[src/rtl/noc_pkt_tx.sv]
// noc_pkt_tx: packetiser on the read side of a first-word-fall-through byte FIFO.
// Emits one header flit {01, dest, len-1} followed by len payload flits taken
// straight from the FIFO head. A packet starts once MAXLEN bytes are buffered,
// or once a partial packet has sat idle for (1<<LGTIMEOUT) cycles.
// Optional build macro NOC_PKT_CSUM_EN appends a {11, xor-checksum} tail flit
// (payload flits are then all BODY); without it the last payload flit is TAIL.
//
// state | meaning
// IDLE  | waiting for a full packet or for the idle timeout
// HEAD  | presenting the header flit
// BODY  | forwarding payload bytes from the FIFO head
// CSUM  | presenting the checksum tail flit (NOC_PKT_CSUM_EN only)
module noc_pkt_tx #(
  parameter int BW        = 8,
  parameter int LGFLEN    = 4,
  parameter int DW        = 4,
  parameter int LGMAXLEN  = 4,
  parameter int LGTIMEOUT = 4
) (
  input  logic              i_clk,
  input  logic              i_reset,
  input  logic [DW-1:0]     i_dest,
  input  logic              i_fifo_empty,
  input  logic [LGFLEN:0]   i_fifo_fill,
  input  logic [BW-1:0]     i_fifo_data,
  output logic              o_fifo_rd,
  output logic              o_valid,
  input  logic              i_ready,
  output logic [BW+1:0]     o_flit,
  output logic              o_busy
);

  localparam logic [LGFLEN:0]      MAXLEN_F = (LGFLEN+1)'(1 << LGMAXLEN);
  localparam logic [LGMAXLEN:0]    MAXLEN_L = (LGMAXLEN+1)'(1 << LGMAXLEN);
  localparam logic [LGMAXLEN:0]    ONE_L    = 1;
  localparam logic [LGMAXLEN-1:0]  ONE_M    = 1;
  localparam logic [LGTIMEOUT-1:0] ONE_T    = 1;
  localparam logic [LGTIMEOUT-1:0] IDLE_MAX = '1;
  localparam logic [1:0] T_HEAD = 2'b01;
  localparam logic [1:0] T_BODY = 2'b00;
  localparam logic [1:0] T_TAIL = 2'b11;

  typedef enum logic [1:0] {
    S_IDLE = 2'd0,
    S_HEAD = 2'd1,
`ifdef NOC_PKT_CSUM_EN
    S_BODY = 2'd2,
    S_CSUM = 2'd3
`else
    S_BODY = 2'd2
`endif
  } state_t;

  state_t                state, state_nxt;
  logic [LGTIMEOUT-1:0]  idle_cnt;
  logic [LGMAXLEN:0]     len;
  logic [LGMAXLEN:0]     remaining;
  logic [DW-1:0]         dest;
  logic                  fill_lt_max;
  logic                  start;
  logic                  hs;
  logic                  last_byte;
  logic [LGMAXLEN:0]     len_start;
  logic [LGMAXLEN-1:0]   len_m1;
  logic [BW-1:0]         head_data;
  logic [1:0]            body_type;

  assign fill_lt_max = (i_fifo_fill < MAXLEN_F);
  assign start       = !fill_lt_max || ((i_fifo_fill != '0) && (idle_cnt == IDLE_MAX));
  assign len_start   = fill_lt_max ? i_fifo_fill[LGMAXLEN:0] : MAXLEN_L;
  assign len_m1      = len[LGMAXLEN-1:0] - ONE_M;
  assign head_data   = {dest, len_m1};
  assign hs          = o_valid && i_ready;
  assign last_byte   = (remaining == ONE_L);

`ifdef NOC_PKT_CSUM_EN
  logic [BW-1:0] csum;
  assign body_type = T_BODY;

  // checksum accumulates header data then every accepted payload byte
  always_ff @(posedge i_clk or posedge i_reset) begin
    if (i_reset) begin
      csum <= '0;
    end else if (state == S_HEAD && hs) begin
      csum <= head_data;
    end else if (state == S_BODY && hs) begin
      csum <= csum ^ i_fifo_data;
    end
  end
`else
  assign body_type = last_byte ? T_TAIL : T_BODY;
`endif

  // state register
  always_ff @(posedge i_clk or posedge i_reset) begin
    if (i_reset) state <= S_IDLE;
    else         state <= state_nxt;
  end

  // packet bookkeeping: idle timer, latched length/destination, payload countdown
  always_ff @(posedge i_clk or posedge i_reset) begin
    if (i_reset) begin
      idle_cnt  <= '0;
      len       <= '0;
      remaining <= '0;
      dest      <= '0;
    end else begin
      if (state == S_IDLE && !start) begin
        if (i_fifo_fill == '0)
          idle_cnt <= '0;
        else if (idle_cnt != IDLE_MAX)
          idle_cnt <= idle_cnt + ONE_T;
      end else begin
        idle_cnt <= '0;
      end
      if (state == S_IDLE && start) begin
        len  <= len_start;
        dest <= i_dest;
      end
      if (state == S_HEAD && hs)
        remaining <= len;
      else if (state == S_BODY && hs)
        remaining <= remaining - ONE_L;
    end
  end

  // next-state decode
  always_comb begin
    state_nxt = state;
    case (state)
      S_IDLE: if (start) state_nxt = S_HEAD;
      S_HEAD: if (hs) state_nxt = S_BODY;
`ifdef NOC_PKT_CSUM_EN
      S_BODY: if (hs && last_byte) state_nxt = S_CSUM;
      S_CSUM: if (hs) state_nxt = S_IDLE;
`else
      S_BODY: if (hs && last_byte) state_nxt = S_IDLE;
`endif
      default: state_nxt = S_IDLE;
    endcase
  end

  // flit link outputs; FIFO pop is the only path from i_ready
  always_comb begin
    o_valid   = 1'b0;
    o_flit    = '0;
    o_fifo_rd = 1'b0;
    o_busy    = (state != S_IDLE);
    case (state)
      S_HEAD: begin
        o_valid = 1'b1;
        o_flit  = {T_HEAD, head_data};
      end
      S_BODY: begin
        o_valid   = !i_fifo_empty;
        o_flit    = {body_type, i_fifo_data};
        o_fifo_rd = !i_fifo_empty && i_ready;
      end
`ifdef NOC_PKT_CSUM_EN
      S_CSUM: begin
        o_valid = 1'b1;
        o_flit  = {T_TAIL, csum};
      end
`endif
      default: ;
    endcase
  end

endmodule

[config.mk]
export PLATFORM = sky130hd
export DESIGN_NAME = noc_pkt_tx
export DESIGN_NICKNAME = d
export VERILOG_FILES = /design/src/rtl/noc_pkt_tx.sv
export SDC_FILE = /design/constraint.sdc
export NUM_CORES = 1
export LEC_CHECK = 0
export CAP_MARGIN = 20
export CORE_MARGIN = 10
export CORE_UTILIZATION = 48
export DETAILED_ROUTE_END_ITERATION = 7
export PLACE_DENSITY_LB_ADDON = 0.3
export SYNTH_ARGS = -nofsm -noshare
export SYNTH_HDL_FRONTEND = slang
export SYNTH_SLANG_ARGS = --single-unit
[constraint.sdc]
create_clock -name i_clk -period 2.5 [get_ports i_clk]
set_clock_uncertainty 0.15 [all_clocks]
set_input_delay 0.5 -clock i_clk [delete_from_list [all_inputs] [get_ports i_clk]]
set_output_delay 0.5 -clock i_clk [all_outputs]
set_load 0.005 [all_outputs]
* Yosys cells after proc, flatten, opt, wreduce, memory -nomap -nowiden *
Index checks and enable logic that the tools add are counted.

cells by class
  add/subtract/negate cells = 3
  order comparisons = 1
  equal/unequal tests = 9
  mux-type cells = 14
  reductions and logical operators = 18

operator list
  cell                   number
  $pmux W10 S2           1
  $mux W5                3
  $mux W4                3
  $logic_and A1 B1 Y1    8
  $mux W2                4
  $pmux W2 S3            1
  $eq A5 B1 Y1 const B   1
  $logic_not A5 Y1       1
  $lt A5 B5 Y1 const B   1
  $reduce_bool A5 Y1     1
  $sub A5 B1 Y5 const B  1
  $add A4 B1 Y4 const B  1
  $eq A4 B4 Y1 const B   1
  $ne A2 B2 Y1 const B   2
  $ne A4 B4 Y1 const B   1
  $reduce_bool A2 Y1     2
  $sub A4 B1 Y4 const B  1
  $logic_not A1 Y1       3
  $ne A3 B1 Y1 const B   1
  $reduce_and A3 Y1      1
  $eq A2 B1 Y1 const B   1
  $eq A2 B2 Y1 const B   1
  $logic_not A2 Y1       1
  $ne A2 B1 Y1 const B   1
  other kinds (3)        3

word-level totals
  register bits = 20
  bits of input ports = 21
  output and inout port bits = 13
  logic and storage cells = 50

* Longest topological paths before layout *
  depth after elaboration = 6
  mapped depth = 7
  depth with buffers taken out = 6

* Worst setup path after synthesis *
Ideal clock, no wire load.

  path kind = reg2out
  from = reg state[1]
  to = out o_flit[0]
  arrival time = 1.260 ns
  path slack = 0.590 ns
  stages on the path, launching flop included = 7
  buffers on the path = 2
  cells stage by stage = dfrtp_1 > inv_1 > ha_1 > buf_2 > clkbuf_1 > a22oi_1 > nor2b_1

on the way
  longest elaborated chain between the ends = 2

ends and longest elaborated chain
  element                                       RTL line  RTL
  from (decl)                                   54        state_t state, state_nxt;
  from (signal assigned)                        97        else state <= state_nxt;
  $eq A2 B2 Y1 or $eq A2 B1 Y1 (tied branches)  149       case (state)
  $pmux W10 S2 (*)                              149
  to (decl)                                     29        output logic [BW+1:0] o_flit,

Mark *: on every way between the ends. The rest lies on a longest branch, timed or not.

* Worst setup path after layout *
  from = reg state[0]
  to = out o_flit[8]

The elaborated chain is that of the path after synthesis.

==> flow_summary_export.csv <==
group,metric,value,unit
run_status,status,"completed",
setup_path,crit_chain,"inv_2 > buf_4 > ha_4 > and3_1 > a21o_1 > dlygate4sd2_1",
setup_path,end_kind,"output port",
layout,utilization,72.3,%
synth,synth_most_common_cell,"dfrtp_1",
route,wl,3290,um
floorplanning,core.rowCount,18,
synth,synth_common_cells,"dfrtp_1 (20), nor2b_1 (11), inv_1 (10), nor2_1 (10), a22oi_1 (8)",
worst_hold_path,hp-class,"reg -> reg",
synth,syn_area,1270,sq um
synth,yosys.area.top_type,"dfrtp_1",
placement,place_ws,0.0587,ns
layout,layout-drive-gt1-share,19.0,%
synth,async_flop_share,100,%
layout,nFillCells,180,
floorplanning,fp.dieH,71.5,um
synth,synth_seq_cells,20,
clock_tree,htree_levels,1,
setup_path,cp_slowest_stage_delay,0.42,ns
route,via_per_inst,5.33,
floorplanning,ios,34,
clock_tree,numCtsBuffers,3,
route,route.detailed.drc,0,
synth,synth_edf_count,0,
placement,dpl-instance-area,1650,sq um
sta,fin_ws,0.0874,ns
synth,avgSynthCellArea,9.86,sq um
setup_path,reg2reg_depth,8,
global_routing,busiest_layer,"met2",
power_and_ir_drop,power_density,1110,nW/um^2
route,num_vias,1087,
layout,fin_area,1810,sq um
synth,synthFlopType,"dfrtp_1",
floorplanning,coreArea,2500,sq um
sta,hold_violations,0,
floorplanning,die_width,71.5,um
sta,slew_violations,0,
sta,timing.fmax,0.414,GHz
global_routing,grt_use_met3,3.44,%
route,ant_nets,0,
clock_tree,clock_sinks,20,
synth,synth_top_area_share,39.3,%
synth,yosysSeqAreaShare,39.3,%
global_routing,grt_pass1_vias,1157,
route,drt_iter0_markers,63,
global_routing,grt_max_degree,21,
sta,setup_viol,0,
route,dr.pass1.iters,4,
global_routing,overflow,0,
sta,min_period,2.41,ns
setup_path,cp.arrival,1.76,ns
synth,synthTopCellsByArea,"dfrtp_1 (39%), ha_1 (6.9%), mux2_2 (6.2%)",
global_routing,antenna_found_initial,0,
floorplanning,dieArea,5110,sq um
sta,setup_tns,0,ns
global_routing,grt.met1_usage,13.6,%
power_and_ir_drop,vdd_drop_max,0.000718,V
floorplanning,start_util,50.9,%
clock_tree,cts_tree,"done",
clock_tree,root_buffer,"clkbuf_4",
flow_run,maxCapViolations,0,
sta,timing.final.crit_share,96.5,%
worst_hold_path,hold_depth,1,
global_routing,grt.met2_usage,24.8,%
setup_path,cp.required,1.85,ns
layout,area_growth_syn_to_layout,42.0,%
placement,portBuffers,33,
power_and_ir_drop,leakage,0.839,nW
layout,diodes,0,
clock_tree,insertion_delay,0.31,ns
setup_path,crit_slowest_cell,"dfrtp_1",
global_routing,grt_first_pass_wirelength,5420,um
synth,yosysWarnings,0,
sta,worstMarginPinSlew,0.766,ns
synth,synth_fp_nets,157,
sta,maxSlewHeadroom,48.9,%
setup_path,startpoint_type,"flip-flop",
synth,synth_cells,129,
setup_path,crit_type,"reg -> out",
global_routing,grt_use_total,12.9,%
sta,rsz0062_at_grt,"no",
route,routedWlPerCell,16.1,um
layout,nets,203,
placement,gp_congestion,0.822,
clock_tree,hold_buffers,0,
clock_tree,clkTransAtPathRegs,0.11,ns
placement,hpwl,2540,um
setup_path,cp_max_fo,6,
power_and_ir_drop,total_power,2.00,mW
clock_tree,cts_max_path_buffers,2,
synth,synthDistinctLibCells,40,
## kinds of logic after synthesis
group | synth area share, %
multiplexers | 7.77
XOR/XNOR | 3.44
flip-flops | 39.3
AND/OR/NAND/NOR | 21.2
buffers and inverters | 4.23
AO/OA/AOI/OAI | 17.1
adder cells (fa/ha/maj) | 6.88
## worst max-delay path, delay by kind of cell, from the launching register on
kind	cells	cell delay [ns]
flip-flops	1	0.42
adder cells (fa/ha/maj)	1	0.21
AND/OR/NAND/NOR	1	0.19
buffers and inverters	3	0.48
AO/OA/AOI/OAI	1	0.15
## state kept, by name (all words and copies together) (netlist names)
signal	flops
remaining	5
dest	4
state	2
len	5
idle_cnt	4
## layout make-up
cell class | instances | area (sq um) | area share, %
Clock buffer | 4 | 36.3 | 2.01
Inverter | 10 | 37.5 | 2.08
Multi-Input combinational cell | 95 | 777 | 43.0
Sequential cell | 20 | 500 | 27.7
Tap cell | 30 | 37.5 | 2.08
Timing Repair Buffer | 45 | 418 | 23.1
## report_power, final
part,internal (mW),total (mW),switching [mW]
registers,0.460,0.584,0.124
logic,0.660,1.22,0.559
clock network,0.0890,0.196,0.107
## layout by cell type, fill, tap and decap left out, types with 3 or more instances in the layout
cell	n
inv_1	8
o21ai_0	3
ha_4	3
nand3_1	3
clkdlybuf4s50_1	21
a21oi_1	5
nor2_1	10
dlygate4sd2_1	9
mux2_2	7
buf_4	9
clkbuf_4	3
nor2b_1	10
dfrtp_1	20
nand2b_1	3
ha_1	4
a22oi_1	8
xor2_1	4
## per-stage QoR
step           hold slack [ns]  std cells
2_1_floorplan            0.282        129
3_3_place_gp             0.299        192
3_5_place_dp             0.302        192
4_1_cts                  0.319        202
5_1_grt                  0.343        204
6_report                 0.314        204
## path summary, 6_finish.rpt
path                                end        start  slack, ns
hold reg to reg             idle_cnt[0]  idle_cnt[0]       0.31
max in group asynchronous   idle_cnt[1]      i_reset       1.26
hold / removal              idle_cnt[0]  idle_cnt[0]       0.31
setup / recovery              o_flit[8]     state[0]       0.09
setup reg to reg           remaining[3]     state[0]       0.40
min in group asynchronous      state[1]      i_reset       0.46
## what timing repair did
action	4_1_cts	5_1_grt
hold endpoints to repair	0	0
buffers inserted	6	2
pin swaps	2	1
resized for setup	22	5
endpoints found under the setup margin	12	3
## layer usage
| metal | share of wire (%) | wire (um) | vias up |
|---|---|---|---|
| met5 | 0 | 0 | - |
| met2 | 56 | 1850 | 10 |
| met4 | 0.52 | 17 | 0 |
| met3 | 2.2 | 71 | 2 |
| li1 | - | - | 551 |
| met1 | 41 | 1360 | 524 |
(Power assumes the default switching activity.)
